===== config.mk =====
export PLATFORM = sky130hd
export DESIGN_NAME = mul_wb_queue_flat
export DESIGN_NICKNAME = d
export VERILOG_FILES = /design/src/rtl/mul_wb_queue_if.sv /design/src/rtl/mul_wb_queue.sv /design/src/flat_wrapper.sv
export SDC_FILE = /design/constraint.sdc
export NUM_CORES = 1
export LEC_CHECK = 0
export CORE_MARGIN = 4
export CORE_UTILIZATION = 25
export CTS_CLUSTER_DIAMETER = 150
export DETAILED_ROUTE_END_ITERATION = 16
export GPL_TIMING_DRIVEN = 0
export HOLD_SLACK_MARGIN = 0.1
export PLACE_DENSITY = 0.46
export REMOVE_ABC_BUFFERS = 1
export SETUP_SLACK_MARGIN = 0.5
export SYNTH_ARGS = -nofsm -noshare
export SYNTH_HDL_FRONTEND = slang
export SYNTH_SLANG_ARGS = --single-unit
export TNS_END_PERCENT = 5

===== constraint.sdc =====
create_clock -name clk -period 34.6 [get_ports clk]
set_input_delay 5.19 -clock clk [delete_from_list [all_inputs] [get_ports clk]]
set_output_delay 5.19 -clock clk [all_outputs]
set_load 0.005 [all_outputs]

===== src/rtl/mul_wb_queue_if.sv =====
// Multiplier writeback types and the bundle between the multiplier, the queue and the writeback port.
// Latency: none, type and wiring definitions only.
// Backpressure: IN_uop cannot be stalled; the queue throttles issue through OUT_busy.

package mul_wb_pkg;

    localparam int SQN_W = 7;

    // Branch resolution broadcast: taken plus the sqN of the mispredicted op
    typedef struct packed {
        logic             taken;
        logic [SQN_W-1:0] sqN;
    } BranchProv;

    // Completed multiplier result heading for writeback
    typedef struct packed {
        logic             valid;
        logic [6:0]       tagDst;
        logic [5:0]       nmDst;
        logic [SQN_W-1:0] sqN;
        logic [31:0]      result;
        logic [3:0]       flags;
        logic             doNotCommit;
    } RES_UOp;

endpackage

interface mul_wb_queue_if;
    import mul_wb_pkg::*;

    BranchProv IN_branch;
    RES_UOp    IN_uop;
    logic      IN_stall;
    logic      OUT_busy;
    RES_UOp    OUT_uop;

    // Multiplier side and writeback arbiter: drive results, flushes and stall
    modport master (
        output IN_branch,
        output IN_uop,
        output IN_stall,
        input  OUT_busy,
        input  OUT_uop
    );

    // Queue side
    modport slave (
        input  IN_branch,
        input  IN_uop,
        input  IN_stall,
        output OUT_busy,
        output OUT_uop
    );

endinterface


===== src/rtl/mul_wb_queue.sv =====
// Buffers multiplier results in sqN order while the shared writeback port is busy, dropping flushed ops.
// Latency: 1 cycle from IN_uop to OUT_uop when empty and unstalled (bypass), otherwise one pop per free cycle.
// Backpressure: IN_uop is never stalled; OUT_busy rises early enough to absorb results already in flight.

module mul_wb_queue
    import mul_wb_pkg::*;
#(
    parameter int DEPTH    = 8,
    parameter int INFLIGHT = 6
) (
    input  logic           clk,
    input  logic           rst,
    mul_wb_queue_if.slave  wb
);

    localparam int PW = $clog2(DEPTH);
    localparam int CW = PW + 1;

    logic [CW-1:0] count;
    logic [PW-1:0] rd_ptr;
    logic [PW-1:0] wr_ptr;
    RES_UOp        mem [DEPTH];
    RES_UOp        out_q;

    logic          in_killed;
    logic          head_killed;
    logic          pop;
    logic          pop_live;
    logic          bypass;
    logic          push;
    logic          push_ok;
    logic [CW-1:0] keep;
    logic [CW-1:0] count_pop;
    logic [CW-1:0] count_next;
    logic [PW-1:0] rd_next;
    logic [PW-1:0] wr_flush;
    logic [PW-1:0] wr_next;
    RES_UOp        out_next;

    // An op is younger than the mispredicted branch when the wrapped sqN distance is positive
    function automatic logic is_killed(input BranchProv br, input logic [SQN_W-1:0] sqn);
        logic [SQN_W-1:0] diff;
        diff = sqn - br.sqN;
        return br.taken && ($signed(diff) > $signed(SQN_W'(0)));
    endfunction

    // Next-state: flush trims the killed suffix, then pop from head, then push at the trimmed tail
    always_comb begin
        keep = count;
        if (wb.IN_branch.taken) begin
            // Entries are in ascending sqN, so the killed ones form a contiguous suffix
            keep = '0;
            for (int i = 0; i < DEPTH; i++) begin
                if ((CW'(i) < count) && !is_killed(wb.IN_branch, mem[rd_ptr + PW'(i)].sqN)) begin
                    keep = keep + CW'(1);
                end
            end
        end

        head_killed = is_killed(wb.IN_branch, mem[rd_ptr].sqN);
        in_killed   = is_killed(wb.IN_branch, wb.IN_uop.sqN);

        pop      = !wb.IN_stall && (count != '0);
        // A killed head is already gone via the flush, so the pop has nothing left to remove
        pop_live = pop && !head_killed;
        bypass   = !wb.IN_stall && (count == '0) && wb.IN_uop.valid && !in_killed;
        push     = wb.IN_uop.valid && !in_killed && !bypass;

        count_pop = keep - (pop_live ? CW'(1) : CW'(0));
        rd_next   = rd_ptr + (pop_live ? PW'(1) : PW'(0));
        wr_flush  = wb.IN_branch.taken ? (rd_ptr + keep[PW-1:0]) : wr_ptr;

        push_ok    = push && (count_pop < CW'(DEPTH));
        count_next = count_pop + (push_ok ? CW'(1) : CW'(0));
        wr_next    = wr_flush + (push_ok ? PW'(1) : PW'(0));

        // Pop and bypass are mutually exclusive: bypass needs an empty buffer
        out_next       = out_q;
        out_next.valid = 1'b0;
        if (pop_live) begin
            out_next       = mem[rd_ptr];
            out_next.valid = 1'b1;
        end else if (bypass) begin
            out_next       = wb.IN_uop;
            out_next.valid = 1'b1;
        end
    end

    // Pointer, occupancy and output register update; reset clears everything immediately
    always_ff @(posedge clk or negedge rst) begin
        if (!rst) begin
            count  <= '0;
            rd_ptr <= '0;
            wr_ptr <= '0;
            out_q  <= '0;
        end else begin
            count  <= count_next;
            rd_ptr <= rd_next;
            wr_ptr <= wr_next;
            out_q  <= out_next;
`ifndef SYNTHESIS
            assert (!(push && !push_ok))
                else $warning("mul_wb_queue: result sqN %0d dropped, buffer full", wb.IN_uop.sqN);
`endif
        end
    end

    // Result storage; contents are meaningless outside the rd..wr window, so no reset
    always_ff @(posedge clk) begin
        if (push_ok) begin
            mem[wr_flush] <= wb.IN_uop;
        end
    end

    // Busy is raised while the remaining space can still hold every result already in flight
    assign wb.OUT_busy = (count >= CW'(DEPTH - INFLIGHT));
    assign wb.OUT_uop  = out_q;

endmodule


===== src/flat_wrapper.sv =====
// flat-port wrapper written by rule: the top's interface ports become plain ports
module mul_wb_queue_flat import mul_wb_pkg::*;
#(
    parameter int DEPTH    = 8,
    parameter int INFLIGHT = 6
)
  (clk, rst, wb_IN_branch, wb_IN_uop, wb_IN_stall, wb_OUT_busy, wb_OUT_uop);
  mul_wb_queue_if wb_i ();
  input  logic clk;
  input  logic rst;
  input wire logic [$bits(wb_i.IN_branch)-1:0] wb_IN_branch;
  input wire logic [$bits(wb_i.IN_uop)-1:0] wb_IN_uop;
  input wire logic [$bits(wb_i.IN_stall)-1:0] wb_IN_stall;
  output wire logic [$bits(wb_i.OUT_busy)-1:0] wb_OUT_busy;
  output wire logic [$bits(wb_i.OUT_uop)-1:0] wb_OUT_uop;
  assign wb_i.IN_branch = wb_IN_branch;
  assign wb_i.IN_uop = wb_IN_uop;
  assign wb_i.IN_stall = wb_IN_stall;
  assign wb_OUT_busy = wb_i.OUT_busy;
  assign wb_OUT_uop = wb_i.OUT_uop;
  mul_wb_queue #(.DEPTH(DEPTH), .INFLIGHT(INFLIGHT)) u_core (.clk(clk), .rst(rst), .wb(wb_i));
endmodule

Word level (Yosys, flattened, before mapping)
Memories as Yosys holds them, arrays and structs flattened.
Index checks and enable logic that the tools add are counted.
Widths: inputs -> output; s select.
- register bits after elaboration: 68
- RAM bits: 464
- word-level logic and storage cells: 122
- memories kept: 1
- memories (memory ; words ; width ; rd ports ; clocked after Yosys merged registers in ; write ports ; line ; RTL):
    u_core.mem ; 8 ; 58 ; 8 ; 0 ; 1 ; mul_wb_queue.sv:22 ; RES_UOp mem [DEPTH];
- add/sub/neg operators: 28
- $lt $le $gt $ge: 19
- multiplexer cells: 25
- reduce and logical (&&, ||, !) cells: 39
- operators by type and width (operator ; number):
    $mux 58 ; 2
    $gt 7x1->1 const B ; 9
    $sub 7x7->7 ; 9
    $mux 4 ; 15
    $add 4x1->4 const B ; 7
    $logic_and 1x1->1 ; 25
    $lt 3x4->1 const A ; 4
    $add 3x3->3 const B ; 4
    $logic_not 1->1 ; 11
    $add 3x3->3 ; 3
    $lt 1x4->1 const A ; 2
    $lt 2x4->1 const A ; 2
    $mux 1 ; 7
    $add 3x2->3 const B ; 2
    $add 4x4->4 ; 1
    $ge 4x2->1 const B ; 1
    $logic_not 4->1 ; 1
    $lt 4x4->1 const B ; 1
    $reduce_bool 4->1 ; 1
    $sub 4x4->4 ; 1
    $add 3x1->3 const B ; 1
    $mux 3 ; 1
    $reduce_bool 2->1 ; 1

Longest topological paths before layout
An unclocked memory read counts as a cell.
- word-level depth: 34
- gate-level depth with buffers: 48
- depth with buffers taken out: 41

Worst setup path before layout
Ideal clock, no wire load.
- path kind: input to register
- start: in wb_IN_branch[1]
- end: mem u_core.mem[6][0] in the netlist's numbering, enable pin
- setup time: 0.613 ns
- data arrival time: 16.771 ns
- required time: 33.987 ns
- setup slack: 17.217 ns
- stages: 32
- path buffers: 1
- path through: inv_1 > ha_1 > nor2b_1 > o21ai_0 > a21boi_0 > nor2_1 > nor2_1 > nor3_1 > a31oi_1 > o21ai_0 > o211ai_1 > a31oi_1 > ha_1 > buf_1 > xnor2_1 > ha_1 > xnor3_1 > o22ai_1 > or3_1 > ha_1 > a21boi_0 > a41oi_1 > nor3_1 > nor3b_1 > nor2_1 > ha_1 > mux2_2 > mux2i_1 > fa_1 > a21oi_1 > nand3b_1 > nor4_1
- longest elaborated chain between the ends: 33
- RTL lines (what ; line ; RTL):
    from (decl) ; flat_wrapper.sv:11 ; input wire logic [$bits(wb_i.IN_branch)-1:0] wb_IN_branch;
    $sub 7x7->7 ; mul_wb_queue.sv:43 ; diff = sqn - br.sqN;
    $gt 7x1->1 ; mul_wb_queue.sv:44 ; return br.taken && ($signed(diff) > $signed(SQN_W'(0)));
    $logic_and 1x1->1 ; mul_wb_queue.sv:44 ;
    $logic_not 1->1 ; mul_wb_queue.sv:54, mul_wb_queue.sv:65 ;
    $logic_and 1x1->1 ; mul_wb_queue.sv:54 ; if ((CW'(i) < count) && !is_killed(wb.IN_branch, mem[rd_ptr + PW'(i)].sqN)) begin
    $mux 1 ; mul_wb_queue.sv:54 ;
    $mux 4 ; mul_wb_queue.sv:50 ; if (wb.IN_branch.taken) begin
    $add 4x1->4 ; mul_wb_queue.sv:55 ; keep = keep + CW'(1);
    [17 not listed] ; -- ;
    $add 4x1->4 ; mul_wb_queue.sv:55 ;
    $mux 4 ; mul_wb_queue.sv:54 ;
    $mux 4 ; mul_wb_queue.sv:50 ;
    $sub 4x4->4 ; mul_wb_queue.sv:69 ; count_pop = keep - (pop_live ? CW'(1) : CW'(0));
    $lt 4x4->1 ; mul_wb_queue.sv:73 ; push_ok = push && (count_pop < CW'(DEPTH));
    $logic_and 1x1->1 ; mul_wb_queue.sv:73 ;
    $mux 1 ; mul_wb_queue.sv:110 ; if (push_ok) begin
    $mux 1 (implied by the code) ; mul_wb_queue.sv:111 ; mem[wr_flush] <= wb.IN_uop;
    to (decl) ; mul_wb_queue.sv:22 ;
Parallel ways exist; a longest one is shown, timed or not. The select of a mux whose other input is x is not followed.

Worst setup path in the final report
- start: in wb_IN_branch[1]
- end: mem u_core.mem[2][14] in the netlist's numbering, enable pin
Same word-level chain as after synthesis.

==> impl_results.md <==
* Hold WC Path Type: reg2reg
* Nets at 1822
* Row count at 115
* Die X at 324 um
* Synth warnings at 0
* RSZ-0062 raised after global routing: no
* CP Launch Type: input port
* Final antenna-violating net count at 0
* Max-slew headroom at 0.145
* Cell variety after synth at 79
* Initial Util at 0.253
* Layout fillers at 9667
* Worst slew pin tran at 1.28 ns
* Boundary pin count at 128
* 1st-iter DRT viols at 733
* Grt ovf at 0
* Seq/Total Area, Yosys at 0.617
* Avg WL per Cell at 21.8 um
* Mapped Area at 25000 um2
* Req. time, crit path at 34.88 ns
* Synth Area per Inst at 16.7 um2
* Cts bufs inserted at 53
* Post-synth top area share at 0.548
* Top cells by area, synth: edfxtp_1 55%, mux4_2 14%, dfrtp_1 6.8%, ha_1 3.8%, o221a_2 2.7%
* Antenna violations before repair at 8
* First-pass GRT wire length at 98.5 mm
* R2R Path Start: u_core.rd_ptr[1]
* Most frequent cell after synthesis: edfxtp_1
* Hold buffer count at CTS at 0
* Synth Register Bits at 524
* CTS Root Buffer Type: clkbuf_16
* Crit. End Element: register
* Vias in the first global route at 15.2k
* Clk_lat worst skew at 0.59 ns
* Crit share post-route at 0.440
* Total vias in the final route at 14.2k
* DP HPWL at 44.8 mm
* Worst hold start: u_core.wb.OUT_uop[11]
* Max Clk Rate at 65.6 MHz
* Final wirelength at 65.5 mm
* CTS Buffer Depth at 3
* Placer's final routability congestion estimate at 0.806
* Total GRT Usage at 0.125
* Origin of the worst setup path: wb_IN_branch[1]
* Asr flop ratio synth at 0.130
* Critical path's most frequent cell: ha_1
* Fraction of layout cells with a size suffix above 1 at 0.247
* Clk_skew at 0.0208 ns
* CP max FO at 12
* CTS tree: built
* H-tree levels at 2
* CTS Sinks at 524
* DRT Pass-1 Iters at 5
* Drt via density at 4.73
* Non-Filler Instances at 3002
* Max Cap Viol at 0
* Min Tclk post-route at 15.24 ns
* Core Area at 98700 um2
* Setup Crit Path Kind: in2reg
* Critical Path AT at 15.52 ns
* CP max-delay cell: clkdlybuf4s50_1
* Largest net degree at the start of global routing at 47
* Fin. max-slew vios at 0
* Clock-pin slew on the worst setup and hold paths at 0.06 ns
* Post-synth EDFFs at 456
* Most common library cells after synthesis: 456 x edfxtp_1, 156 x mux4_2, 124 x nand2_1
* Final-report hold violation count at 0
* Die Ht at 324 um
* Cell taking the most area after synthesis: edfxtp_1
* Post-synth top flop: edfxtp_1
* Cells after synthesis at 1495
* # port buffers at 127
* Status: finished clean
* Cell count after placement at 2899
* Setup TNS Final at 0 ns
* Delay of the slowest cell on the worst path at 0.85 ns
* Residual DRC count at 0
* Die Area at 105000 um2
* Final setup viols at 0
* Setup bufs post-CTS at 0
* CTS-repair resized insts at 0
* Synth-to-layout area growth at 21.3%
per-layer routing:
layer	share of wire	track usage	vias up
met2	0.49	0.213	267
met3	0.039	0.0198	84
li1	-	-	6383
met1	0.45	0.167	7455
met4	0.019	0.0287	8
met5	0.00076	0	-
critical path: cells and delay by family:
family          cells  cell delay [ns]
buf+inv             7             2.23
xor+xnor            5             1.02
mux                 3             1.11
compound gates      5             1.00
simple gates       10             2.91
fa+ha+maj           6             2.04
final cells by class:
class | instances | area (um2) | share of cell area
antenna | 4 | 10.0 | 0.000330
multi-input combinational | 846 | 9170 | 0.303
clock buffer | 81 | 1540 | 0.0509
clock inverter | 18 | 123 | 0.00405
inverter | 49 | 184 | 0.00607
tap | 1287 | 1610 | 0.0532
timing repair buffer | 193 | 2250 | 0.0742
sequential | 524 | 15400 | 0.509
per-stage QoR:
stage	cell area (um2)	hold WS, ns	util	setup slack, ns
floorplan	24700	0.537	-	14.92
global placement	27500	0.538	0.279	2.96
detailed placement	28600	0.536	0.290	18.72
CTS	30300	0.554	0.307	19.30
global route	30300	0.568	0.307	18.55
finish	30300	0.554	0.307	19.36
cell families (layout without fill, tap and decap cells):
| kind of cell | after synthesis | in the layout | synth area share |
|---|---|---|---|
| compound gates | 195 | 195 | 0.0661 |
| xor+xnor | 53 | 53 | 0.0217 |
| fa+ha+maj | 86 | 86 | 0.0461 |
| buf+inv | 125 | 341 | 0.0197 |
| flops | 524 | 524 | 0.617 |
| mux | 242 | 242 | 0.177 |
| other cells | 0 | 4 | 0 |
| simple gates | 270 | 270 | 0.0529 |
state kept, by name, summed over array words and instances (netlist names):
signal             count
u_core.rd_ptr          3
u_core.wr_ptr          3
u_core.mem           456
u_core.count           4
u_core.wb.OUT_uop     58
final timing paths:
check	to	slack [ns]	depth (start not counted)
max	u_core.mem[2][14]	19.36	36
min	u_core.wb.OUT_uop[11]	0.55	1
max reg2reg	u_core.mem[2][14]	21.31	41
min reg2reg	u_core.wb.OUT_uop[11]	0.55	1
max in group asynchronous	u_core.rd_ptr[1]	29.26	2
min in group asynchronous	u_core.wb.OUT_uop[52]	4.65	1
placed cells by master, fill, tap and decap left out, drive strengths merged, types with 5 or more instances in the layout:
cell / netlist / layout
edfxtp: 456 / 456
mux4: 156 / 156
clkdlybuf4s50: 0 / 126
nand2: 124 / 124
clkbuf: 42 / 81
ha: 76 / 76
dfrtp: 68 / 68
buf: 34 / 66
o221a: 59 / 59
mux2i: 55 / 55
inv: 49 / 49
nor2: 37 / 37
nand3: 31 / 31
mux2: 31 / 31
xnor2: 31 / 31
o21ai: 28 / 28
a21oi: 26 / 26
xor2: 18 / 18
clkinv: 0 / 15
nor2b: 13 / 13
nand2b: 11 / 11
a21o: 10 / 10
fa: 10 / 10
nor3b: 10 / 10
a211oi: 9 / 9
or3: 8 / 8
o21a: 8 / 8
a21boi: 7 / 7
nor3: 7 / 7
a31oi: 7 / 7
o31ai: 5 / 5
Power is left out: the tool's default activity adds up to more than one toggle a clock period on the data nets, which glitch-free logic cannot reach.
